`config.mk`:
```
export PLATFORM = sky130hd
export DESIGN_NAME = inst_dec_pipe
export DESIGN_NICKNAME = d
export VERILOG_FILES = /design/src/rtl/dec_pkg.sv /design/src/rtl/inst_dec_field.sv /design/src/rtl/inst_dec_pipe.sv
export SDC_FILE = /design/constraint.sdc
export NUM_CORES = 1
export LEC_CHECK = 0
export ABC_CLOCK_PERIOD_IN_PS = 5000
export CORE_MARGIN = 10
export CORE_UTILIZATION = 24
export DETAILED_ROUTE_END_ITERATION = 7
export PLACE_DENSITY_LB_ADDON = 0.05
export SYNTH_ARGS = -nofsm -noshare
export SYNTH_HDL_FRONTEND = slang
export SYNTH_SLANG_ARGS = --single-unit
export TNS_END_PERCENT = 100
```
`constraint.sdc`:
```
create_clock -name I_clk -period 5 [get_ports I_clk]
set_input_delay 1 -clock I_clk [delete_from_list [all_inputs] [get_ports I_clk]]
set_output_delay 1 -clock I_clk [all_outputs]
set_load 0.1 [all_outputs]
```
`src/rtl/dec_pkg.sv`:
```
// Package dec_pkg
//   Shared definitions for the pipelined instruction decoder:
//   opcode constants, instruction field bit positions, default
//   write-back / illegal opcode masks and the decoded-bundle struct.
//   Optional feature macro used by the importing modules: DEC_ILLEGAL_TRAP_EN.
package dec_pkg;

  localparam int OPC_MSB  = 15;
  localparam int OPC_LSB  = 12;
  localparam int SELD_MSB = 11;
  localparam int SELD_LSB = 9;
  localparam int FLAG_BIT = 8;
  localparam int SELA_MSB = 7;
  localparam int SELA_LSB = 5;
  localparam int SELB_MSB = 4;
  localparam int SELB_LSB = 2;
  localparam int IMM8_MSB = 7;
  localparam int IMM8_LSB = 0;

  localparam logic [3:0] OP_ST   = 4'hB;
  localparam logic [3:0] OP_BR   = 4'hC;
  localparam logic [3:0] OP_BRC  = 4'hD;
  localparam logic [3:0] OP_TRAP = 4'hF;

  // Opcodes that never write the register file.
  localparam logic [15:0] NOWB_MASK_DEF = (16'd1 << OP_ST) | (16'd1 << OP_BR) |
                                          (16'd1 << OP_BRC) | (16'd1 << OP_TRAP);
  localparam logic [15:0] ILL_MASK_DEF  = 16'd1 << OP_TRAP;

  // Width-independent part of the decoded bundle; selects are kept at their
  // raw 3-bit size and widened at the decoder output ports.
  typedef struct packed {
    logic [4:0] aluop;
    logic [2:0] sel_d;
    logic [2:0] sel_a;
    logic [2:0] sel_b;
    logic       regwe;
    logic       illegal;
  } dec_bundle_t;

endpackage

```
`src/rtl/inst_dec_field.sv`:
```
// Module inst_dec_field
//   Combinational decode of one 16-bit instruction word into the ALU op,
//   register selects, write-enable, illegal flag and XLEN-wide immediate.
//   Optional feature: DEC_ILLEGAL_TRAP_EN (illegal-opcode flagging; illegal
//   opcodes also suppress write-back). Without it the illegal flag is 0.
// Ports
//   inst  in   16    instruction word
//   bndl  out  struct decoded fields (dec_bundle_t)
//   imm   out  XLEN  expanded immediate
module inst_dec_field
  import dec_pkg::*;
#(
  parameter int          XLEN      = 16,
  parameter logic [15:0] NOWB_MASK = NOWB_MASK_DEF,
  parameter logic [15:0] ILL_MASK  = ILL_MASK_DEF
) (
  input  logic [15:0]     inst,
  output dec_bundle_t     bndl,
  output logic [XLEN-1:0] imm
);

  // flag=1: imm8 replicated into the upper 16 bits, zeros below.
  // flag=0: imm8 sign-extended to XLEN.
  function automatic logic [XLEN-1:0] expand_imm(input logic flag, input logic [7:0] imm8);
    logic [XLEN-1:0] rep;
    rep = XLEN'({imm8, imm8}) << (XLEN - 16);
    if (flag) return rep;
    return {{(XLEN-8){imm8[7]}}, imm8};
  endfunction

  logic [3:0] opc;
  logic [7:0] imm8;
  logic       flag;

  assign opc  = inst[OPC_MSB:OPC_LSB];
  assign imm8 = inst[IMM8_MSB:IMM8_LSB];
  assign flag = inst[FLAG_BIT];

`ifndef DEC_ILLEGAL_TRAP_EN
  localparam logic [15:0] unused_ill_mask = ILL_MASK;
`endif

  always_comb begin
    bndl       = '0;
    bndl.aluop = {opc, flag};
    bndl.sel_d = inst[SELD_MSB:SELD_LSB];
    bndl.sel_a = inst[SELA_MSB:SELA_LSB];
    bndl.sel_b = inst[SELB_MSB:SELB_LSB];
`ifdef DEC_ILLEGAL_TRAP_EN
    bndl.illegal = ILL_MASK[opc];
    bndl.regwe   = ~NOWB_MASK[opc] & ~ILL_MASK[opc];
`else
    bndl.illegal = 1'b0;
    bndl.regwe   = ~NOWB_MASK[opc];
`endif
    imm = expand_imm(flag, imm8);
  end

endmodule

```
`src/rtl/inst_dec_pipe.sv`:
```
// Module inst_dec_pipe
//   Pipelined instruction decoder between fetch and register-file/ALU issue.
//   One 16-bit instruction per cycle, valid/ready on both sides, with a
//   one-entry skid register behind the output register so an instruction
//   accepted while downstream stalls is never lost. o_ready is derived only
//   from registered state.
//   Optional feature: DEC_ILLEGAL_TRAP_EN -- o_illegal reports illegal opcodes
//   and, once an illegal bundle retires, o_ready is held low until I_flush or
//   I_rst. Undefined: o_illegal is always 0.
// Ports
//   I_clk, I_rst      clock, synchronous active-high reset
//   I_en              clock enable (flush and reset act regardless)
//   I_flush           discard held instructions
//   I_valid/o_ready   upstream handshake, I_inst instruction word
//   o_valid/I_ready   downstream handshake
//   o_aluop, o_selD, o_selA, o_selB, o_imm, o_regwe, o_illegal  decoded bundle
module inst_dec_pipe
  import dec_pkg::*;
#(
  parameter int          XLEN      = 16,
  parameter int          SEL_W     = 4,
  parameter logic [15:0] NOWB_MASK = NOWB_MASK_DEF,
  parameter logic [15:0] ILL_MASK  = ILL_MASK_DEF
) (
  input  logic             I_clk,
  input  logic             I_rst,
  input  logic             I_en,
  input  logic             I_flush,
  input  logic             I_valid,
  output logic             o_ready,
  input  logic [15:0]      I_inst,
  output logic             o_valid,
  input  logic             I_ready,
  output logic [4:0]       o_aluop,
  output logic [SEL_W-1:0] o_selD,
  output logic [SEL_W-1:0] o_selA,
  output logic [SEL_W-1:0] o_selB,
  output logic [XLEN-1:0]  o_imm,
  output logic             o_regwe,
  output logic             o_illegal
);

  // State encoding is {skid_v, out_v}.
  typedef enum logic [1:0] {
    ST_EMPTY = 2'b00,
    ST_ONE   = 2'b01,
    ST_FULL  = 2'b11
  } state_t;

  state_t          state, state_nx;
  logic            skid_v, vld_p1, trap_lock;
  logic            accept, retire, load_out, load_skid;
  logic [15:0]     skid_inst_p0, dec_src;
  dec_bundle_t     dec_bndl, bndl_p1;
  logic [XLEN-1:0] dec_imm, imm_p1;

  assign skid_v  = (state == ST_FULL);
  assign vld_p1  = (state != ST_EMPTY);
  assign o_ready = ~skid_v & ~trap_lock;
  assign accept  = I_en & I_valid & o_ready;
  assign retire  = I_en & vld_p1 & I_ready;

  always_comb begin
    state_nx = state;
    case (state)
      ST_EMPTY: if (accept) state_nx = ST_ONE;
      ST_ONE: begin
        if (accept && !retire)      state_nx = ST_FULL;
        else if (!accept && retire) state_nx = ST_EMPTY;
      end
      ST_FULL:  if (retire) state_nx = ST_ONE;
      default:  state_nx = ST_EMPTY;
    endcase
    if (I_flush) state_nx = ST_EMPTY;
  end

  always_ff @(posedge I_clk) begin
    if (I_rst)                state <= ST_EMPTY;
    else if (I_flush || I_en) state <= state_nx;
  end

`ifdef DEC_ILLEGAL_TRAP_EN
  always_ff @(posedge I_clk) begin
    if (I_rst || I_flush)                 trap_lock <= 1'b0;
    else if (retire && bndl_p1.illegal)   trap_lock <= 1'b1;
  end
`else
  assign trap_lock = 1'b0;
`endif

  // A flush discards any same-cycle accept, so neither register loads.
  assign load_out  = I_en & ~I_flush & (~vld_p1 | retire) & (skid_v | accept);
  assign load_skid = I_en & ~I_flush & accept & (state == ST_ONE) & ~retire;
  assign dec_src   = skid_v ? skid_inst_p0 : I_inst;

  // ---- stage p0: skid register (holds raw instruction word) ----
  always_ff @(posedge I_clk) begin
    if (load_skid) skid_inst_p0 <= I_inst;
  end

  inst_dec_field #(
    .XLEN      (XLEN),
    .NOWB_MASK (NOWB_MASK),
    .ILL_MASK  (ILL_MASK)
  ) u_field (
    .inst (dec_src),
    .bndl (dec_bndl),
    .imm  (dec_imm)
  );

  // ---- stage p1: output bundle register ----
  always_ff @(posedge I_clk) begin
    if (I_rst) begin
      bndl_p1 <= '0;
      imm_p1  <= '0;
    end else if (load_out) begin
      bndl_p1 <= dec_bndl;
      imm_p1  <= dec_imm;
    end
  end

  assign o_valid   = vld_p1;
  assign o_aluop   = bndl_p1.aluop;
  assign o_selD    = SEL_W'(bndl_p1.sel_d);
  assign o_selA    = SEL_W'(bndl_p1.sel_a);
  assign o_selB    = SEL_W'(bndl_p1.sel_b);
  assign o_imm     = imm_p1;
  assign o_regwe   = bndl_p1.regwe;
  assign o_illegal = bndl_p1.illegal;

endmodule

```
Yosys cells after proc, flatten, opt, wreduce, memory -nomap -nowiden:

Memory sizes are Yosys's and may differ from the RTL's.
Index checks and enable logic that the tools add are counted.
Widths: inputs -> output; s select.

* memory bits (read-only): 16
* bits in registers: 49
* output and inout port bits: 37
* RAM bits: 0
* latch bits: 0
* memories: 1

* $lt $le $gt $ge: 1
* add/sub/neg operators: 0
* divide/modulo/power cells: 0
* bitwise gates (word level): 17
* multiplexer cells: 11
* equal/unequal tests: 5
* shift operators: 0
* reductions and logical operators: 8
* multipliers: 0

Memories
* (name not given): words 16, bits a word 1, rd ports 1, clocked after memory_dff 0, write ports 0, RTL line inst_dec_field.sv:54 `bndl.regwe = ~NOWB_MASK[opc];`

Operators by type and width (count)
* $mux 16: 3
* $and 1x1->1: 10
* $mux 2: 5
* $pmux 2 s3: 1
* $lt 4x5->1 const B: 1
* $not 1->1: 5
* $ne 4x4->1 const B: 1
* $reduce_and 4->1: 1
* $ne 3x2->1 const B: 1
* $ne 3x3->1 const B: 1
* $eq 2x1->1 const B: 1
* $eq 2x2->1 const B: 1
* $logic_and 1x1->1: 2
* $logic_not 1->1: 2
* $logic_not 2->1: 1
* $mux 1: 2
* $or 1x1->1: 2
* $reduce_bool 2->1: 1
* $logic_or 1x1->1: 1

Longest topological paths before layout:

Gate-level depths: netlist of the first run.

* word-level depth: 9
* mapped depth: 7

Modules after synthesis:

From an unflattened synthesis of the first run, not the netlist that was laid out.

* cell total of the unflattened synthesis: 248
* area, all modules: 2322.2 um^2

By module, submodules not included
* inst_dec_pipe: area an instance 2045.7 um^2, sequential area each 1161.1 um^2, cells an instance 205, instances 1
* inst_dec_field: area an instance 276.5 um^2, sequential area each 0.0 um^2, cells an instance 43, instances 1

Least setup slack after synthesis of the first run:

OpenSTA, ideal clock, no wires.

* path type: flip-flop to output port
* start: register, netlist name o_imm[7]
* end: output port o_imm[15]
* cell stages (with the launch flop): 2
* required time: 4.000 ns
* setup slack: 2.608 ns
* buffers on the path: 1
* arrival: 1.392 ns
* path through: dfxtp_1 > buf_4

RTL lines
* to (decl): RTL line inst_dec_pipe.sv:38 `output logic [XLEN-1:0] o_imm,`

Worst setup path after layout of the first run:

* start: register state[0]
* end: output port o_ready

* word-level cells in the longest chain between the ends: 2

Ends and longest elaborated chain
* from (decl): RTL line inst_dec_pipe.sv:50 `state_t state, state_nx;`
* from (signal assigned): RTL line inst_dec_pipe.sv:79 `else if (I_flush || I_en) state <= state_nx;`
* $eq 2x2->1: RTL line inst_dec_pipe.sv:57 `assign skid_v = (state == ST_FULL);`
* $not 1->1: RTL line inst_dec_pipe.sv:59 `assign o_ready = ~skid_v & ~trap_lock;`
* to (decl): RTL line inst_dec_pipe.sv:30 `output logic o_ready,`

Every way passes these cells.

==> results.md, run 1 <==
- Status: finished clean
- Clock transition at the registers of the reported paths: roughly 80 ps
- Antenna violations before repair: 0
- Total CTS buffers: 5
- Post-layout instance count excluding filler cells: approximately 330
- Routed wire length: 4986 um
- Endpoints failing hold: 0
- Register-to-Register Setup Slack: around 2700 ps
- Global-route wire length before repair: 7900 um
- Leading cell types in the layout, fill and taps excluded: sky130_fd_sc_hd__clkdlybuf4s50_1, sky130_fd_sc_hd__dfxtp_1, sky130_fd_sc_hd__nor2_1
- Required @ worst endpoint: 4000 ps
- Post-synthesis instance total: ~180
- Area inside the core boundary: between 7000 and 8000 um2
- IR Drop Worst-Case VDD: about 0.096 mV
- Synthesis Warnings: 0
- Portion of the post-synthesis area used by sequential elements: 0.5125
- Number of hold buffers added after cts: 0
- Initial cell density of the core: 0.2502
- Data arrival, critical path: roughly 2400 ps
- Critical path launch point: state[0]
- Post-synthesis instance area: roughly 2000 um2
- Max Clk Rate: 0.2969 GHz
- Number of rows created at floorplan: 32
- Part of the cycle the worst path needs: 0.6736
- Final critical delay including setup and external delays: roughly 3400 ps
- Rel. slew slack: 0.3358
- Die Span X: approximately 110 um
- Buffers inserted by post-CTS timing repair: 0
- Worst Setup Slack post-DPL: around 1900 ps
- Syn_area_per_cell: between 10 and 15 um2
- Weighted congestion at the end of routability-driven global placement: approximately 0.8
- Critical path peak fanout: 23
- CTS Buffer Depth: 2
- Slowest library cell on the worst path: sky130_fd_sc_hd__clkdlybuf4s50_1
- Final core area utilization: 0.3295
- RSZ-0062 raised after global routing: false
- Post-DP HPWL: between 3000 and 4000 um
- Hold crit path type: register to register
- Reported max-cap violation count: 0
- Unique cell type count in the Yosys netlist: 32
- Clock insertion delay at the later pin of the skew report: slightly below 300 ps
- Worst slack on hold paths: approximately 460 ps
- Post-detailed-route wirelength per cell: ~15 um
- Most common cell after layout, fill and taps aside: sky130_fd_sc_hd__clkdlybuf4s50_1
- Initial detailed-routing violation count: between 40 and 50
- Die height: ~110 um
- Via total after detailed routing: between 1,000 and 1,500
- Layout cell share with drive strength beyond 1: 0.1031
- Fin nets: 248
- Full die area: 12,150 um2
- DP Area: approximately 2500 um2
- Number of remaining DRC errors: 0
- Type of the setup path with the least slack: register to primary output
- Number of antenna repair diodes: 0
- Vias in the first global route: around 1,400
- Cell area after layout: 2572 um2
- Final worst-path setup slack: ~1600 ps
- Boundary Pins: 59
- Antenna Violating Nets Remaining: 0
- Setup violations, final: 0
- GRT Residual Overflow: 0
- Count of instances resized after the clock tree is built: 0
- CTS tree: done
- Clock Skews: between 6 and 7 ps
- R2R Path Start: state[0]
- Port Buf Inserts: 54
- Combined global-route utilization of all metal layers: 0.08423
- Length of the first detailed-routing pass in iterations: 4
- Maximum level of the CTS H-tree: 2
- Via/cell ratio: approximately 4.4
- Depth of the worst register-to-register path: 5
- Layout overhead on the synthesized area: 31.71%
- TritonCTS sink count: 42
- Number of slew-limit violations in the final report: 0
- Worst slew pin tran: 993.2 ps
- Power per unit of standard cell area: 302.7 nW/um2
- Total power of the final layout: a little under 0.8 mW
- Clk Tree Root Cell: sky130_fd_sc_hd__clkbuf_8
- RR Endpoint: skid_inst_p0[2]
- Critical Path, Cell by Cell: ha_1, buf_4, inv_1, clkdlybuf4s50_1
- Startpoint Class: register
- Biggest cell delay along the critical path: between 1000 and 1500 ps
- Total placed cells including tap cells: ~320
- Largest net degree at the start of global routing: 40
- Critical path capture point type: primary output
- CP endpoint: o_ready
- TNS Setup: 0 ps
- Flop and latch count out of synthesis: 42
- Cell leakage power: 0.8360 nW
## Yosys cell counts
cell type | n | area, um2
sky130_fd_sc_hd__dfxtp_1 | 26 | 520.5
sky130_fd_sc_hd__nor2_1 | 21 | 78.83
sky130_fd_sc_hd__nand2_1 | 19 | 71.32
sky130_fd_sc_hd__mux2i_1 | 17 | 170.2
sky130_fd_sc_hd__edfxtp_1 | 16 | 480.5
sky130_fd_sc_hd__buf_4 | 13 | 97.59
sky130_fd_sc_hd__a211oi_2 | 10 | 125.1
sky130_fd_sc_hd__a21oi_1 | 8 | 40.04
sky130_fd_sc_hd__nand3_1 | 7 | 35.03
sky130_fd_sc_hd__a211oi_1 | 4 | 30.03
sky130_fd_sc_hd__buf_6 | 4 | 45.04
sky130_fd_sc_hd__ha_1 | 4 | 50.05
sky130_fd_sc_hd__inv_1 | 4 | 15.01
sky130_fd_sc_hd__nor3_1 | 3 | 15.01
sky130_fd_sc_hd__o21ai_1 | 2 | 10.01
sky130_fd_sc_hd__o221ai_1 | 2 | 17.52
sky130_fd_sc_hd__a21oi_2 | 1 | 8.760
sky130_fd_sc_hd__a311oi_2 | 1 | 15.01
sky130_fd_sc_hd__a32o_1 | 1 | 10.01
sky130_fd_sc_hd__and2_1 | 1 | 6.260
sky130_fd_sc_hd__and2b_1 | 1 | 7.510
sky130_fd_sc_hd__buf_1 | 1 | 3.750
sky130_fd_sc_hd__buf_2 | 1 | 5.000
sky130_fd_sc_hd__clkbuf_1 | 1 | 3.750
sky130_fd_sc_hd__conb_1 | 1 | 3.750
sky130_fd_sc_hd__mux2_2 | 1 | 11.26
sky130_fd_sc_hd__nand2b_1 | 1 | 6.260
sky130_fd_sc_hd__nand4b_1 | 1 | 8.760
sky130_fd_sc_hd__nor2b_4 | 1 | 13.76
sky130_fd_sc_hd__nor4bb_1 | 1 | 10.01
sky130_fd_sc_hd__o221a_2 | 1 | 11.26
sky130_fd_sc_hd__o221ai_4 | 1 | 26.28
## worst min-delay path by stage
| stage | startpoint | end | slack [ps] | cells after the start |
|---|---|---|---|---|
| 2_1_floorplan | state[0] | state[0] | 470 | 2 |
| 3_3_place_gp | o_imm[12] | o_imm[12] | 450 | 2 |
| 3_5_place_dp | o_imm[9] | o_imm[9] | 460 | 2 |
| 4_1_cts | o_imm[9] | o_imm[9] | 470 | 2 |
| 5_1_grt | o_imm[8] | o_imm[8] | 490 | 2 |
| 6_report | o_imm[12] | o_imm[12] | 460 | 2 |
## final cells by class
type                       count  area [um2]
clock buffer                   8       80.08
fill                         805        5235
inverter                       4       15.01
multi-input combinational    113       793.3
sequential                    42        1001
tap                          102       127.6
timing repair buffer          56       555.5
## registers in the layout, indices dropped and copies added (netlist names)
| name | flops |
|---|---|
| skid_inst_p0 | 16 |
| o_aluop | 5 |
| o_selB | 2 |
| o_selA | 2 |
| o_imm | 11 |
| o_selD | 3 |
| o_regwe | 1 |
| state | 2 |
## worst max-delay path: cells and delay by family (launching register included)
kind	cells	cell delay, ps
buffers and inverters	3	1530
adders and majority gates	1	200
DFF	1	350
## per-layer routing
| metal | routed length (um) | part of all wire | vias up | track usage |
|---|---|---|---|---|
| met2 | 2346 | 0.47 | 40 | 0.1329 |
| met4 | 65 | 0.013 | 0 | 0.03028 |
| met5 | 0 | 0 | - | 0 |
| met1 | 2233 | 0.45 | 685 | 0.1048 |
| li1 | - | - | 700 | - |
| met3 | 340 | 0.068 | 5 | 0.02844 |
## power by group
group          internal [mW]  switching, mW  total (mW)  leakage, nW
combinational         0.0506          0.143       0.194        0.440
clock                 0.0994          0.115       0.214       0.0395
sequential             0.364        0.00641       0.371        0.356
total                  0.514          0.264       0.779        0.836
## kinds of logic after synthesis
family                     count (synthesis)  synth area share
AOI/OAI and AO/OA                         31            0.1505
adders and majority gates                  4           0.02563
buffers and inverters                     24           0.08711
DFF                                       42            0.5125
muxes                                     18           0.09289
other                                      1          0.001920
and+or+nand+nor                           56            0.1294
Note: power is estimated with default switching activity, not from simulation.
==> run 2, diff against run 1 <==
- ABC_CLOCK_PERIOD_IN_PS: 5000 -> 3230
- clock period: 5 -> 3.23 ns (I/O delays scaled with it)
==> run 2 against run 1 <==
Effect of this change: first-iteration DRC count grew 40%; die area unchanged; register-to-register slack worse by 1800 ps; wire length rose by 5.1%; cell count is 0.62% higher; via count increased by 0.91%; critical path depth shrank 1; sequential share of layout area up 0.67 points; clock-buffer cell count shrank 1; highest routed layer unchanged.
==> results.md, run 2 (synthesis gave the netlist of run 1 again) <==
- Status: finished clean
- Part of the total power dissipated in the clock network: 0.311
- Total placed cells including tap cells: about 320
- Power per unit of standard cell area: 498.8 nW/um2
- Full die area: between 10,000 and 15,000 um2
- Antenna Violating Nets Remaining: 0
- Initial cell density of the core: 0.2502
- Hold crit path type: register to register
- Number of remaining DRC errors: 0
- CTS Buffer Depth: 2
- Critical path capture point type: primary output
- Part of the cycle the worst path needs: 0.8035
- Vias in the first global route: 1,498
- Number of flip-flops in the largest register: 16
- Depth of the worst register-to-register path: 5
- Hold-critical path endpoint: o_imm[13]
- Number of antenna repair diodes: 0
- Hold-critical path depth: 2
- Global-route wire length before repair: around 8000 um
- Boundary Pins: just under 60
- Clock insertion delay at the later pin of the skew report: about 290 ps
- Max Clk Rate: 0.3853 GHz
- Port Buf Inserts: 54
- Endpoints failing hold: 0
- Via/cell ratio: approximately 4.4
- Layout cell share with drive strength beyond 1: 0.2667
- Register bank with the most flops: skid_inst_p0
- Final worst-path setup slack: ~630 ps
- Number of slew-limit violations in the final report: 0
- Largest net degree at the start of global routing: 40
- Setup violations, final: 0
- Post-layout instance count excluding filler cells: around 330
- Data arrival, critical path: about 2000 ps
- Leading cell types in the layout, fill and taps excluded: sky130_fd_sc_hd__buf_4, sky130_fd_sc_hd__dfxtp_1, sky130_fd_sc_hd__nor2_1, sky130_fd_sc_hd__clkdlybuf4s50_1, sky130_fd_sc_hd__nand2_1
- Via total after detailed routing: approximately 1,400
- Origin of the worst min-delay path: o_imm[13]
- Register-to-Register Setup Slack: around 910 ps
- TritonCTS sink count: 42
- Length of the first detailed-routing pass in iterations: 5
- Layout overhead on the synthesized area: 29.47%
- Initial detailed-routing violation count: 63
- Share of total power in combinational logic: 0.234
- Clock Skews: about 6.0 ps
- Maximum level of the CTS H-tree: 2
- Clock transition at the registers of the reported paths: 80 ps
- Routed wire length: ~5200 um
- RSZ-0062 raised after global routing: false
- Reported max-cap violation count: 0
- Weighted congestion at the end of routability-driven global placement: roughly 0.86
- Antenna violations before repair: 0
- Critical path peak fanout: 16
- Fin nets: between 200 and 300
- Sequential group share of total power: 0.455
- Post-DP HPWL: 4034 um
- TNS Setup: 0 ps
- R2R Path Start: state[0]
- Combined global-route utilization of all metal layers: 0.08608
- Die height: between 100 and 150 um
- CTS tree: done
- Rel. slew slack: 0.4056
- Number of hold buffers added after cts: 0
- Count of instances resized after the clock tree is built: 0
- Worst Setup Slack post-DPL: between 700 and 800 ps
- Switching share of power: 0.3368
- Cell leakage power: about 0.92 nW
- IR Drop Worst-Case VDD: around 0.19 mV
- Buffers inserted by post-CTS timing repair: 0
- GRT Residual Overflow: 0
- Startpoint Class: register
- RR Endpoint: o_regwe
- Worst slew pin tran: 891.6 ps
- Die Span X: about 110 um
- Type of the setup path with the least slack: register to primary output
- Internal Dissipation: 0.8365 mW
- Required @ worst endpoint: approximately 2600 ps
- Clk Tree Root Cell: sky130_fd_sc_hd__clkbuf_8
- Area inside the core boundary: 7807 um2
- Number of rows created at floorplan: 32
- Most common cell after layout, fill and taps aside: sky130_fd_sc_hd__buf_4
- Post-detailed-route wirelength per cell: between 15 and 20 um
- Final critical delay including setup and external delays: around 2600 ps
- Net switching power: ~0.42 mW
- Total CTS buffers: 5
## run 2: cell types whose count changed in the layout (fill, tap and decap cells not counted), sizes merged
cell	change
clkdlybuf4s50	-33
buf	+35
inv	+1
clkbuf	-1
## run 2: final cells by class
class                      count  area (um2)
clock buffer                   7       97.59
sequential                    42        1001
inverter                       4       15.01
fill                         811        5279
clock inverter                 1       6.256
multi-input combinational    113       793.3
timing repair buffer          58       488.0
tap                          102       127.6
## run 2: worst max path at each step
stage / start / end / slack [ps] / cells after the start
finish: state[0] / o_ready / 630 / 3
floorplan: state[0] / state[1] / 1160 / 6
CTS: state[1] / o_ready / 590 / 3
global placement: I_en / o_regwe / 850 / 6
detailed placement: I_valid / skid_inst_p0[2] / 760 / 5
global route: state[0] / o_ready / 500 / 3
## run 2: per-layer routing
| metal | GRT usage | vias up | wire length, um |
|---|---|---|---|
| li1 | - | 710 | - |
| met4 | 0.02936 | 0 | 62 |
| met2 | 0.1346 | 42 | 2412 |
| met1 | 0.1036 | 685 | 2317 |
| met3 | 0.03772 | 6 | 447 |
| met5 | 0 | - | 0 |
## run 2: stage by stage
stage | util | instance area [um2] | hold slack (ps) | power, mW
floorplan | - | 1964 | 472.0 | 0.8151
global route | 0.3239 | 2529 | 486.0 | 1.315
detailed placement | 0.3106 | 2425 | 450.0 | 0.8839
finish | 0.3239 | 2529 | 463.3 | 1.261
global placement | 0.3106 | 2425 | 452.2 | 0.8826
CTS | 0.3239 | 2529 | 464.7 | 1.281
## run 2: worst max-delay path: stages, from the launching register on
cell	delay [ps]
sky130_fd_sc_hd__dfxtp_1	390
sky130_fd_sc_hd__ha_1	760
sky130_fd_sc_hd__inv_1	200
sky130_fd_sc_hd__buf_4	290
## run 2: power by group through the flow
stage / Clock (mW) / Sequential (mW) / Combinational, mW
after global placement: 0 / 0.586 / 0.297
final: 0.392 / 0.574 / 0.295
after global routing: 0.429 / 0.576 / 0.310
after floorplan: 0 / 0.687 / 0.128
after detailed placement: 0 / 0.587 / 0.297
after CTS: 0.409 / 0.574 / 0.298
==> run 3, diff against run 2 <==
- ABC_CLOCK_PERIOD_IN_PS: 3230 -> 2200
- clock period: 3.23 -> 2.2 ns (I/O delays scaled with it)
==> run 3 against run 2 <==
Effect of this change: critical path depth rose by 1; worst setup slack got worse by 300 ps; global-route usage rose by 0.17 points; via count rose by 0.21%; critical endpoint unchanged; clock-buffer cell count rose by 1; total power rose by 39%; non-clock buffer count did not move; sequential share of layout area fell by 0.79 points; largest power group unchanged; register-to-register slack got worse by 480 ps.
==> results.md, run 3 (synthesis gave the netlist of run 1 again) <==
- Status: finished clean
- Via total after detailed routing: between 1,000 and 1,500
- Global-route wire length before repair: between 8000 and 9000 um
- Cell area after layout: 2580 um2
- Layout overhead on the synthesized area: 32.09%
- Register Area: 1001 um2
- Initial cell density of the core: 0.2502
- TNS Setup: 0 ps
- Post-detailed-route wirelength per cell: between 15 and 20 um
- Buffer and inverter count on the worst path: 3
- Via/cell ratio: ~4.4
- Fin nets: 250
- Total CTS buffers: 5
- Number of flip-flops in the largest register: 16
- Clock Skews: 3.407 ps
- Final critical delay including setup and external delays: 1866 ps
- CP most frequent cell: sky130_fd_sc_hd__buf_12
- Die Span X: between 100 and 150 um
- Cell family contributing the most delay on the critical path: buffers and inverters
- Most common cell after layout, fill and taps aside: sky130_fd_sc_hd__buf_4
- Vias in the first global route: around 1,500
- Switching share of power: 0.3358
- Full die area: around 12,000 um2
- Net switching power: 0.5896 mW
- Area inside the core boundary: roughly 7800 um2
- GRT Residual Overflow: 0
- Buffers inserted by post-CTS timing repair: 0
- Antenna Violating Nets Remaining: 0
- Count of instances resized after the clock tree is built: 0
- Clk Tree Root Cell: sky130_fd_sc_hd__clkbuf_8
- Weighted congestion at the end of routability-driven global placement: between 0.8 and 0.9
- Slowest library cell on the worst path: sky130_fd_sc_hd__dfxtp_1
- Leading cell types in the layout, fill and taps excluded: sky130_fd_sc_hd__buf_4, sky130_fd_sc_hd__dfxtp_1, sky130_fd_sc_hd__nor2_1, sky130_fd_sc_hd__clkdlybuf4s50_1, sky130_fd_sc_hd__nand2_1
- Number of rows created at floorplan: 32
- Largest net degree at the start of global routing: 40
- Antenna violations before repair: 0
- Reported max-cap violation count: 0
- Part of the total power dissipated in the clock network: 0.268
- Length of the first detailed-routing pass in iterations: 4
- Global-route track usage on met2: 0.1427
- Layer carrying the most global-route usage: met2
- Port Buf Inserts: 54
- Clock insertion delay at the later pin of the skew report: between 200 and 300 ps
- Met3 routing resource usage after global routing: 0.03250
- Sequential group share of total power: 0.481
- Routed wire length: about 5000 um
- Type of the setup path with the least slack: register to primary output
- Multi-input combinational cell area: a little under 800 um2
- Critical path capture point type: primary output
- Number of hold buffers added after cts: 0
- Final core area utilization: 0.3304
- Fillcell total: slightly above 800
- Share of total power in combinational logic: 0.251
- Combined global-route utilization of all metal layers: 0.08776
- Critical path peak fanout: 23
- Hold crit path type: register to register
- Endpoints failing hold: 0
- Worst Setup Slack post-DPL: ~200 ps
- Part of the cycle the worst path needs: 0.8481
- Register bank with the most flops: skid_inst_p0
- TritonCTS sink count: 42
- CTS tree: done
- Startpoint Class: register
- Setup violations, final: 0
- RSZ-0062 raised after global routing: false
- Data arrival, critical path: between 1000 and 1500 ps
- Layout cell share with drive strength beyond 1: 0.2578
- Met1 capacity usage during global routing: 0.1056
- Die height: ~110 um
- Maximum level of the CTS H-tree: 2
- Initial detailed-routing violation count: between 50 and 60
- Number of slew-limit violations in the final report: 0
- Required @ worst endpoint: between 1500 and 2000 ps
- CTS Buffer Depth: 2
- Number of antenna repair diodes: 0
- DP Area: between 2000 and 2500 um2
- IR Drop Worst-Case VDD: 0.2001 mV
- Clock transition at the registers of the reported paths: ~70 ps
- Power per unit of standard cell area: between 600 and 700 nW/um2
- Internal Dissipation: 1.166 mW
- Boundary Pins: 59
- Number of remaining DRC errors: 0
- Critical Path, Cell by Cell: ha_1, buf_12, inv_1, buf_12
- Final worst-path setup slack: between 300 and 400 ps
- Post-DP HPWL: between 3000 and 4000 um
- Biggest cell delay along the critical path: ~390 ps
- Max Clk Rate: 0.5360 GHz
- Cell leakage power: slightly above 0.9 nW
==> run 3: cell types whose count changed in the layout (fill, tap and decap cells not counted), sizes merged <==
cell | previous run | this run
inv | 5 | 4
clkbuf | 7 | 8
==> run 3: power groups by stage <==
stage          registers (mW)  clock network [mW]  logic, mW
2_1_floorplan            1.01                   0      0.187
3_3_place_gp            0.861                   0      0.442
3_5_place_dp            0.862                   0      0.443
4_1_cts                 0.844               0.503      0.444
5_1_grt                 0.847               0.539      0.463
6_report                0.844               0.471      0.441
==> run 3: metal layers <==
layer  vias to the layer above  wire (um)
met4                         0         63
met3                         7        425
met5                         -          0
met1                       687       2210
li1                        709          -
met2                        43       2456
==> run 3: worst paths after layout <==
kind / startpoint / end / slack [ps] / cells past startpoint
max: state[1] / o_ready / 330 / 4
min: o_imm[8] / o_imm[8] / 460 / 2
max reg2reg: state[0] / skid_inst_p0[1] / 430 / 6
min reg2reg: o_imm[8] / o_imm[8] / 460 / 2
==> run 3: final cells by class <==
cell class / count / area share
multi-input cells: 113 / 0.3075
flip-flops and latches: 42 / 0.3880
repair buffers: 58 / 0.2182
clock buffers: 8 / 0.03104
well taps: 102 / 0.04947
inverters: 4 / 0.005820
==> run 3: per-stage QoR <==
step / hold WS (ps) / total power [mW] / instances
3_3_place_gp: 454.4 / 1.302 / 319
2_1_floorplan: 472.0 / 1.197 / 179
4_1_cts: 465.1 / 1.792 / 327
5_1_grt: 474.0 / 1.849 / 327
6_report: 459.4 / 1.756 / 327
3_5_place_dp: 453.3 / 1.306 / 319
==> run 3: worst min-delay path, cell delays in order, from the launching register on <==
cell	delay (ps)
sky130_fd_sc_hd__dfxtp_1	320
sky130_fd_sc_hd__nand2_1	50
sky130_fd_sc_hd__a21oi_1	50
